**config.mk**
```make
export PLATFORM = sky130hd
export DESIGN_NAME = apb_master_32bit
export DESIGN_NICKNAME = d
export VERILOG_FILES = /design/src/rtl/apb_master_32bit.sv
export SDC_FILE = /design/constraint.sdc
export NUM_CORES = 1
export LEC_CHECK = 0
export ABC_AREA = 1
export BUFFER_PORTS_ARGS = -buffer_cell sky130_fd_sc_hd__buf_2
export CAP_MARGIN = 20
export CELL_PAD_IN_SITES_DETAIL_PLACEMENT = 0
export CELL_PAD_IN_SITES_GLOBAL_PLACEMENT = 2
export CORE_ASPECT_RATIO = 1.2
export CORE_MARGIN = 10
export CORE_UTILIZATION = 27
export CTS_CLUSTER_SIZE = 30
export DETAILED_ROUTE_END_ITERATION = 10
export PLACE_DENSITY = 0.8
export SYNTH_ARGS = -nofsm -noshare
export SYNTH_HDL_FRONTEND = slang
export SYNTH_SLANG_ARGS = --single-unit
export TNS_END_PERCENT = 100
```
**constraint.sdc**
```tcl
create_clock -name p_clk -period 2.2 [get_ports p_clk]
set_input_delay 0.55 -clock p_clk [delete_from_list [all_inputs] [get_ports p_clk]]
set_output_delay 0.55 -clock p_clk [all_outputs]
set_load 0.1 [all_outputs]
```
**src/rtl/apb_master_32bit.sv**
```systemverilog
// APB4 requester: turns one valid/ready command into a single SETUP+ACCESS transfer
// and returns read data, slave error or timeout through a valid/ready response port.
module apb_master_32bit #(
    parameter int AddrBits      = 32,
    parameter int TimeoutCycles = 16
) (
    input  logic                p_clk,
    input  logic                p_resetn,
    input  logic                cmd_valid,
    output logic                cmd_ready,
    input  logic                cmd_write,
    input  logic [AddrBits-1:0] cmd_addr,
    input  logic [31:0]         cmd_wdata,
    input  logic [3:0]          cmd_strb,
    output logic                rsp_valid,
    input  logic                rsp_ready,
    output logic [31:0]         rsp_rdata,
    output logic                rsp_err,
    output logic                rsp_timeout,
    output logic [AddrBits-1:0] p_addr,
    output logic                p_sel,
    output logic                p_enable,
    output logic                p_write,
    output logic [31:0]         p_wdata,
    output logic [3:0]          p_strb,
    input  logic [31:0]         p_rdata,
    input  logic                p_ready,
    input  logic                p_slverr
);

    localparam int CntBits = (TimeoutCycles > 0) ? $clog2(TimeoutCycles + 1) : 1;

    typedef enum logic [1:0] {IDLE, SETUP, ACCESS, RESP} state_t;

    state_t               state_reg, state_next;
    logic [CntBits-1:0]   wait_cnt_reg;
    logic                 accept;
    logic                 timeout_hit;

    logic                 cmd_ready_reg;
    logic                 rsp_valid_reg;
    logic [31:0]          rsp_rdata_reg;
    logic                 rsp_err_reg;
    logic                 rsp_timeout_reg;
    logic [AddrBits-1:0]  p_addr_reg;
    logic                 p_sel_reg;
    logic                 p_enable_reg;
    logic                 p_write_reg;
    logic [31:0]          p_wdata_reg;
    logic [3:0]           p_strb_reg;

    assign accept = cmd_valid & cmd_ready_reg;

    // The abort fires on the ACCESS cycle that would make the wait count reach TimeoutCycles,
    // so a dead slave sees exactly TimeoutCycles ACCESS cycles.
    generate
        if (TimeoutCycles > 0) begin : g_timeout
            assign timeout_hit = (wait_cnt_reg == CntBits'(TimeoutCycles - 1));
        end else begin : g_no_timeout
            assign timeout_hit = 1'b0;
        end
    endgenerate

    always_ff @(posedge p_clk or negedge p_resetn) begin
        if (!p_resetn) begin
            state_reg <= IDLE;
        end else begin
            state_reg <= state_next;
        end
    end

    always_comb begin
        state_next = state_reg;
        case (state_reg)
            IDLE:    if (accept) state_next = SETUP;
            SETUP:   state_next = ACCESS;
            ACCESS:  if (p_ready || timeout_hit) state_next = RESP;
            RESP:    if (rsp_ready) state_next = IDLE;
            default: state_next = IDLE;
        endcase
    end

    // Every port-facing control bit is registered from the next state so the bus sees clean edges.
    always_ff @(posedge p_clk or negedge p_resetn) begin
        if (!p_resetn) begin
            cmd_ready_reg   <= 1'b0;
            rsp_valid_reg   <= 1'b0;
            rsp_rdata_reg   <= '0;
            rsp_err_reg     <= 1'b0;
            rsp_timeout_reg <= 1'b0;
            p_addr_reg      <= '0;
            p_sel_reg       <= 1'b0;
            p_enable_reg    <= 1'b0;
            p_write_reg     <= 1'b0;
            p_wdata_reg     <= '0;
            p_strb_reg      <= '0;
            wait_cnt_reg    <= '0;
        end else begin
            cmd_ready_reg <= (state_next == IDLE);
            p_sel_reg     <= (state_next == SETUP) || (state_next == ACCESS);
            p_enable_reg  <= (state_next == ACCESS);
            rsp_valid_reg <= (state_next == RESP);

            if (state_reg == IDLE && accept) begin
                p_addr_reg   <= cmd_addr;
                p_write_reg  <= cmd_write;
                p_wdata_reg  <= cmd_wdata;
                p_strb_reg   <= cmd_write ? cmd_strb : 4'b0000;
                wait_cnt_reg <= '0;
            end

            if (state_reg == ACCESS) begin
                if (p_ready) begin
                    rsp_rdata_reg   <= p_write_reg ? 32'h0 : p_rdata;
                    rsp_err_reg     <= p_slverr;
                    rsp_timeout_reg <= 1'b0;
                    p_strb_reg      <= 4'b0000;
                end else if (timeout_hit) begin
                    rsp_rdata_reg   <= 32'h0;
                    rsp_err_reg     <= 1'b1;
                    rsp_timeout_reg <= 1'b1;
                    p_strb_reg      <= 4'b0000;
                end else if (wait_cnt_reg != '1) begin
                    wait_cnt_reg <= wait_cnt_reg + CntBits'(1);
                end
            end
        end
    end

    assign cmd_ready   = cmd_ready_reg;
    assign rsp_valid   = rsp_valid_reg;
    assign rsp_rdata   = rsp_rdata_reg;
    assign rsp_err     = rsp_err_reg;
    assign rsp_timeout = rsp_timeout_reg;
    assign p_addr      = p_addr_reg;
    assign p_sel       = p_sel_reg;
    assign p_enable    = p_enable_reg;
    assign p_write     = p_write_reg;
    assign p_wdata     = p_wdata_reg;
    assign p_strb      = p_strb_reg;

endmodule

```
Word level (Yosys, flattened, before mapping)
Index checks and enable logic that the tools add are counted.
- register bits: 114
- input port bits: 107
- output and inout port bits: 107
- logic and storage cells: 50
- add/subtract/negate cells: 1
- equality and inequality tests: 8
- mux-type cells: 20
- bitwise operators: 1
- reduce and logical (&&, ||, !) cells: 7
- operators with widths (kind ; count):
    2-to-1 mux 32 bit ; 3
    2-to-1 mux 5 bit ; 5
    2-to-1 mux 4 bit ; 5
    == test 2 bit, second input constant ; 4
    case mux 2 bit (4 select lines) ; 1
    2-to-1 mux 2 bit ; 3
    adder 5 x 1 -> 5 bit, second input constant ; 1
    == test 5 x 4 -> 1 bit, second input constant ; 1
    != test 5 bit, second input constant ; 1
    == test 2 x 1 -> 1 bit, second input constant ; 2
    logical NOT 2 bit ; 2
    2-to-1 mux 1 bit ; 3
    logical OR 1 bit ; 2
    AND reduction 2 bit ; 1
    nonzero test 2 bit ; 1
    bitwise AND 1 bit ; 1
    logical AND 1 bit ; 1

Logic depth before layout (Yosys ltp)
Gate-level depths: netlist of run 1.
- word-level depth: 7
- mapped depth: 7
- mapped depth without buffers: 7

Least setup slack after synthesis of run 1
OpenSTA, ideal clock, no wires.
- path type: reg2reg
- start point: register cmd_ready_reg, in the netlist cmd_ready
- end point: register p_sel_reg, in the netlist p_sel
- arrival: 1823 ps
- data required time: 2074 ps
- slack: 251 ps
- stages on the path, launching flop included: 6
- clock period less this slack: 1949 ps
- cells stage by stage: dfrtp_1 > nand4_2 > buf_4 > nand3_1 > inv_1 > ha_1
- cells in the longest elaborated chain, start to end: 5
- elaborated cells between the ends (all ways): 6
- those cells by class: eq/ne (2); mux (2); bitwise (1); reduce/logical (1)
- ends and longest elaborated chain (what ; line ; text):
    start: declaration ; 40 ; logic cmd_ready_reg;
    start signal: assignment ; 99 ; cmd_ready_reg <= (state_next == IDLE);
    bitwise AND 1 bit (*) ; 52 ; assign accept = cmd_valid & cmd_ready_reg;
    2-to-1 mux 2 bit (*) ; 75 ; IDLE: if (accept) state_next = SETUP;
    case mux 2 bit (4 select lines) (*) ; 74 ; case (state_reg)
    via state_next[0] ; 35 ; state_t state_reg, state_next;
    == test 2 x 1 -> 1 bit / == test 2 bit (equally long branches) ; 100 ; p_sel_reg <= (state_next == SETUP) || (state_next == ACCESS);
    logical OR 1 bit (*) ; 100 ;
    end signal: assignment ; 100 ;
    end: declaration ; 46 ; logic p_sel_reg;
The timed path passes the listed nets; every way through them passes the cells marked *.
A chain may end at the register's enable or synchronous reset.

Final worst setup path of run 1
- start point: register p_write_reg, in the netlist p_write
- end point: output p_write
- RTL lines (what ; line ; text):
    start: declaration ; 48 ; logic p_write_reg;
    start signal: assignment ; 106 ; p_write_reg <= cmd_write;
    end: declaration ; 23 ; output logic p_write,
No word-level cell between the ends.

==> impl_metrics.csv, run 1 <==
group,metric,value,unit
yosys,synth.distinct_cells,18,
yosys,yosysWarningCount,0,
placement,gpl.final_weighted_congestion,0.7397,
setup_path,worstSetupStartpointType,"flop",
setup_path,rrSetupSlack,0.63,ns
sta,worst_slew_margin_rel,0.6491,
setup_path,worstRegToRegCells,7,
yosys,syn-mean-instance-area,9.061,um2
yosys,synth-adder-area-share,0.01123,
global_routing,grt_util_all_layers,0.1274,
placement,preCtsSetupSlack,0.4715,ns
die,top_level_ports,214,
run,maxCapViolCount,0,
yosys,post_synth_instance_area,4458,um2
sta,clock-skew-final,0.004565,ns
die,placementRows,51,
setup_path,critical-path-max-stage-delay,0.47,ns
drt,route.detailed.vias_per_inst,4.187,
die,die_area,22070,um2
clocking,cts_num_sinks,114,
finish,drive_gt1_frac,0.3583,
sta,hold_viol_final,0,
sta,grt_setup_unrepaired,"false",
clocking,cts_hold_buffers,0,
clocking,post_cts.resized_instances,0,
drt,first_pass_iters,4,
die,die_y,160.8,um
setup_path,worst-endpoint-arrival,1.29,ns
clocking,number_of_setup_buffers_added_after_cts,0,
setup_path,crit-reg2reg-launch,"wait_cnt_reg[0]$_DFF_PN0_",
yosys,synth_xor_xnor_area_share,0.001965,
setup_path,cp_cell_instances,"buf_2",
sta,finalMaxSlewViolations,0,
clocking,clock_tree_from_tritoncts,"built",
yosys,netlist_top_cells_area,"dfrtp_1 (64%), nand2_1 (23%), o21ai_1 (3.8%)",
yosys,synth_top_family_by_area,"simple AND/OR/NAND/NOR gates",
yosys,synth_sequential_area_ratio,0.6399,
setup_path,critPathTopFamily,"buffers and inverters",
sta,post-route-worst-setup-slack,0.3598,ns
yosys,synthesis.nets,603,
setup_path,crit_path_max_fo,3,
yosys,post_synth_and_or_nand_nor_area_fraction,0.2557,
drt,antenna_left,0,
min_path,min-delay-path-class,"primary input to async pin",
drt,vias,3902,
setup_path,timing.setup.critical_path_class,"flop to output pin",
drt,drc,0,
yosys,compound_gate_portion_of_the_synthesized_area,0.04715,
sta,finalCriticalPeriod,1.840,ns
clocking,path_clk_slew,0.05,ns
sta,worst_slew_pin_slew,0.5300,ns
sta,final.period_utilization,0.8365,
die,core_region_area,16210,um2
drt,routed_wire_length_per_instance,15.06,um
sta,timing.fmax,543.4,MHz
sta,setup_violations,0,
clocking,tritoncts.num_buffers,17,
finish,antenna-diode-count,0,
drt,route.final.wire_length,14040,um
yosys,synth.ff_latch_count,114,
global_routing,number_of_antenna_violations_at_the_first_check_in_global_routing,0,
global_routing,first_global_vias,4065,
yosys,syn_inst,492,
finish,fin_nets,818,
clocking,clk_path_buf_depth,2,
yosys,netlist.top_cell.by_area,"dfrtp_1",
sta,finalSetupTns,0,ns
die,dieWidth,137.3,um
global_routing,grt_max_degree,69,
global_routing,globalRouteOverflowTotal,0,
yosys,post_synth_mux_area_share,0,
die,start_util,0.2751,
clocking,ctsRootBufferMaster,"clkbuf_16",
run_status,outcome,"completed",
finish,area.growth.synth_to_final,43.28,%
yosys,synth.top_cell.area_share,0.6399,
finish,fill_cells,1690,
setup_path,worst_setup_path_end_kind,"output pin",
drt,drt_first_iter_violations,204,
setup_path,cp.buffers_inverters,1,
setup_path,required,1.65,ns
placement,hpwlAfterDp,10360,um
setup_path,cp_slowest_cell,"buf_2",
clocking,clock_tree.htree_level_count,4,
global_routing,first_pass_grt_wire_length,22100,um
placement,placement.io_buffers,213,
clocking,clock_latency_at_the_later_pin_of_the_worst_skew_pair,0.40,ns
setup_path,worst_r2r_endpoint,"p_sel$_DFF_PN0_",
==> worst max path at each step <==
stage                         from         endpoint  slack, ns  depth (start not counted)
6_report       p_write$_DFFE_PN0P_          p_write       0.36                          1
5_1_grt        p_write$_DFFE_PN0P_          p_write       0.30                          1
4_1_cts        p_write$_DFFE_PN0P_          p_write       0.33                          1
3_5_place_dp             cmd_valid  p_sel$_DFF_PN0_       0.47                          5
3_3_place_gp             cmd_valid  p_sel$_DFF_PN0_       0.49                          5
2_1_floorplan  cmd_ready$_DFF_PN0_  p_sel$_DFF_PN0_       0.25                          5
==> metrics by stage <==
step / hold slack (ns) / area [um2] / cells / utilization
floorplan: 0.2544 / 4458 / 492 / -
global placement: 0.4562 / 5759 / 900 / 0.3553
detailed placement: 0.4606 / 5759 / 900 / 0.3553
CTS: 0.1359 / 6387 / 932 / 0.3941
global route: 0.1416 / 6387 / 932 / 0.3941
finish: 0.1406 / 6387 / 932 / 0.3941
==> cells by family (layout without fill, tap and decap cells) <==
family | Yosys count | in the layout
XOR/XNOR | 1 | 1
AND/OR/NAND/NOR | 294 | 294
AO/OA/AOI/OAI | 42 | 42
buffers and inverters | 37 | 265
flip-flops | 114 | 114
adder cells (fa/ha/maj) | 4 | 4
==> cells in the final DEF, fill, tap and decap left out, drive strengths merged <==
master / Yosys / final
nand2: 275 / 275
buf: 24 / 221
dfrtp: 114 / 114
o21ai: 41 / 41
clkbuf: 1 / 21
nand3: 12 / 12
inv: 12 / 12
clkinv: 0 / 6
nor2: 5 / 5
ha: 4 / 4
bufinv: 0 / 4
nand4: 2 / 2
xor2: 1 / 1
a21oi: 1 / 1
clkinvlp: 0 / 1
==> per-layer routing <==
layer | vias up | part of all wire | track usage
li1 | 1953 | - | -
met1 | 1789 | 0.41 | 0.1468
met2 | 142 | 0.47 | 0.1987
met3 | 18 | 0.091 | 0.05431
met4 | 0 | 0.024 | 0.05998
met5 | - | 0 | 0
==> cells in the mapped netlist <==
master	number
a21oi_1	1
buf_2	13
buf_4	11
clkbuf_1	1
dfrtp_1	114
ha_1	4
inv_1	9
inv_2	3
nand2_1	274
nand2_4	1
nand3_1	12
nand4_1	1
nand4_2	1
nor2_1	4
nor2_2	1
o21ai_0	7
o21ai_1	34
xor2_1	1
==> layout make-up <==
type / count / area, um2 / share of cell area
clock buffer: 21 / 470.5 / 0.07365
clock inverter: 11 / 157.7 / 0.02468
inverter: 12 / 45.04 / 0.007052
multi-input combinational: 341 / 1418 / 0.2219
sequential: 114 / 2853 / 0.4466
tap: 212 / 265.3 / 0.04153
timing repair buffer: 221 / 1179 / 0.1845
Power of run 1 is not shown: default switching activity piles up to over one toggle a cycle in this logic, so the estimate is an artifact.
==> run 2: changes to the inputs <==
Settings changed: ABC_AREA 1 to 0, CORE_UTILIZATION 27 to 24, PLACE_DENSITY 0.8 to 0.73.
Clock period 2.2 ns to 1.55 ns, I/O delays scaled along.
==> impl_metrics.csv, run 2 <==
group,metric,value,unit
setup_path,critPathTopFamily,"flip-flops",
finish,fin_nets,750,
yosys,post_synth_and_or_nand_nor_area_fraction,0.2059,
yosys,netlist_top_cells_area,"dfrtp_1 (65%), nand2_1 (17%), a22o_1 (6.6%)",
global_routing,first_pass_grt_wire_length,22560,um
setup_path,crit_path_max_fo,2,
clocking,number_of_setup_buffers_added_after_cts,0,
finish,final_common_cell,"nand2_1",
clocking,ctsRootBufferMaster,"clkbuf_16",
global_routing,grt_most_used_layer,"met2",
global_routing,first_global_vias,4118,
sta,setup_violations,0,
clocking,cts_num_sinks,114,
run_status,outcome,"completed",
drt,antenna_left,0,
setup_path,rrSetupSlack,0.05,ns
finish,finish.cell_count_without_fillers,876,
drt,drc,0,
yosys,synth.distinct_cells,31,
yosys,synth.top_cell.area_share,0.6529,
global_routing,grt_use_met3,0.05573,
die,die_y,167.8,um
setup_path,cp.buffers_inverters,1,
global_routing,number_of_antenna_violations_at_the_first_check_in_global_routing,1,
clocking,clock_latency_at_the_later_pin_of_the_worst_skew_pair,0.41,ns
die,placementRows,54,
finish,area.growth.synth_to_final,53.92,%
placement,place_inst,844,
yosys,yosysWarningCount,0,
run,maxCapViolCount,0,
sta,finalCriticalPeriod,1.498,ns
setup_path,cp_cell_instances,"buf_4",
yosys,ys_async_sr_fraction,1.000,
yosys,netlist.top_cell.by_area,"dfrtp_1",
yosys,synth-adder-area-share,0.01145,
yosys,syn-mean-instance-area,10.55,um2
yosys,syn_inst,414,
yosys,synth.most_common_cell,"nand2_1",
clocking,clock_tree.htree_level_count,4,
sta,worst_slew_pin_slew,0.3103,ns
placement,gpl.final_weighted_congestion,0.7403,
finish,drive_gt1_frac,0.4147,
yosys,synth_top_family_by_area,"simple AND/OR/NAND/NOR gates",
clocking,clk_path_buf_depth,2,
sta,hold_viol_final,0,
sta,final.period_utilization,0.9665,
placement,hpwlAfterDp,10720,um
clocking,tritoncts.num_buffers,17,
finish,layout_common_cells,"nand2_1 (200), buf_4 (114), dfrtp_1 (112)",
die,dieWidth,143.2,um
global_routing,m1_gr_usage,0.1302,
yosys,synth.ff_latch_count,114,
sta,finalMaxSlewViolations,0,
global_routing,global_route_met2_usage,0.2023,
sta,worst_slew_margin_rel,0.7905,
sta,clock-skew-final,0.008634,ns
yosys,synth_top_cells_by_count,"nand2_1 (200), dfrtp_1 (114), a22o_1 (33)",
yosys,synth_sequential_area_ratio,0.6529,
drt,routed_wire_length_per_instance,16.26,um
setup_path,critical-path-max-stage-delay,0.39,ns
placement,placement.io_buffers,213,
drt,route.final.wire_length,14240,um
global_routing,globalRouteOverflowTotal,0,
setup_path,cp_slowest_cell,"dfrtp_1",
drt,drt_first_iter_violations,180,
yosys,most_common_flop_cell_mapped_by_yosys,"dfrtp_1",
global_routing,grt_util_all_layers,0.1204,
yosys,post_synth_instance_area,4369,um2
die,top_level_ports,214,
clocking,path_clk_slew,0.05,ns
setup_path,timing.setup.critical_path_class,"flop to output pin",
yosys,post_synth_mux_area_share,0.004582,
die,die_area,24020,um2
drt,first_pass_iters,4,
yosys,synthesis.nets,525,
setup_path,worst_setup_path_end_kind,"output pin",
setup_path,required,1.16,ns
global_routing,grt_max_degree,56,
die,start_util,0.2422,
min_path,min-delay-path-class,"primary input to flop",
sta,timing.fmax,667.5,MHz
setup_path,worst-endpoint-arrival,1.11,ns
yosys,compound_gate_portion_of_the_synthesized_area,0.08849,
clocking,clock_tree_from_tritoncts,"built",
setup_path,worstSetupStartpointType,"flop",
sta,grt_setup_unrepaired,"false",
yosys,synth_xor_xnor_area_share,0.002005,
drt,vias,3742,
yosys,synth_edf_count,0,
drt,route.detailed.vias_per_inst,4.272,
die,core_region_area,18040,um2
run 2: kinds of logic (layout without fill, tap and decap cells):
| kind of cell | after synthesis | after routing |
|---|---|---|
| other cells | 0 | 1 |
| flops | 114 | 114 |
| xor+xnor | 1 | 1 |
| buf+inv | 26 | 263 |
| fa+ha+maj | 4 | 4 |
| mux | 2 | 2 |
| simple gates | 222 | 222 |
| compound gates | 45 | 45 |
run 2: layout make-up:
type                       count  area [um2]
sequential                   114        2858
antenna                        1       2.502
tap                          224       280.3
fill                        1821       11310
clock inverter                10       157.7
timing repair buffer         228        1551
inverter                       4       15.01
multi-input combinational    274        1400
clock buffer                  21       460.4
run 2: path summary, 6_finish.rpt:
kind	startpoint	end	depth (start not counted)
min reg2reg	p_addr[1]$_DFFE_PN0P_	p_addr[1]$_DFFE_PN0P_	2
max reg2reg	wait_cnt_reg[1]$_DFF_PN0_	p_sel$_DFF_PN0_	5
max	p_addr[15]$_DFFE_PN0P_	p_addr[15]	1
min	cmd_addr[2]	p_addr[2]$_DFFE_PN0P_	3
max in group asynchronous	p_resetn	p_write$_DFFE_PN0P_	3
min in group asynchronous	p_resetn	p_wdata[17]$_DFFE_PN0P_	2
run 2: what timing repair did:
item                       CTS  global route
hold buffers                 1             0
hold endpoints to repair    18             0
setup endpoints to repair  107             1
gates resized for setup    108             1
pin swaps                    0             1
run 2: stage by stage:
| stage | hold slack (ns) | utilization | area, um2 | setup slack [ns] | TNS, ns |
|---|---|---|---|---|---|
| global route | 0.1468 | 0.3728 | 6725 | 0.005952 | 0 |
| finish | 0.1613 | 0.3728 | 6725 | 0.05191 | 0 |
| CTS | 0.1375 | 0.3725 | 6720 | 0.01776 | 0 |
| floorplan | 0.09191 | - | 4383 | -0.1466 | -0.3132 |
| global placement | 0.3185 | 0.3228 | 5823 | 0.0005410 | 0 |
| detailed placement | 0.3180 | 0.3228 | 5823 | -0.02113 | -0.02113 |
run 2: per-layer routing:
| layer | up-vias | share of wire |
|---|---|---|
| met3 | 14 | 0.089 |
| met5 | - | 0 |
| met4 | 0 | 0.012 |
| met2 | 135 | 0.51 |
| li1 | 1801 | - |
| met1 | 1792 | 0.39 |
Power of run 2 is left out for the same reason.
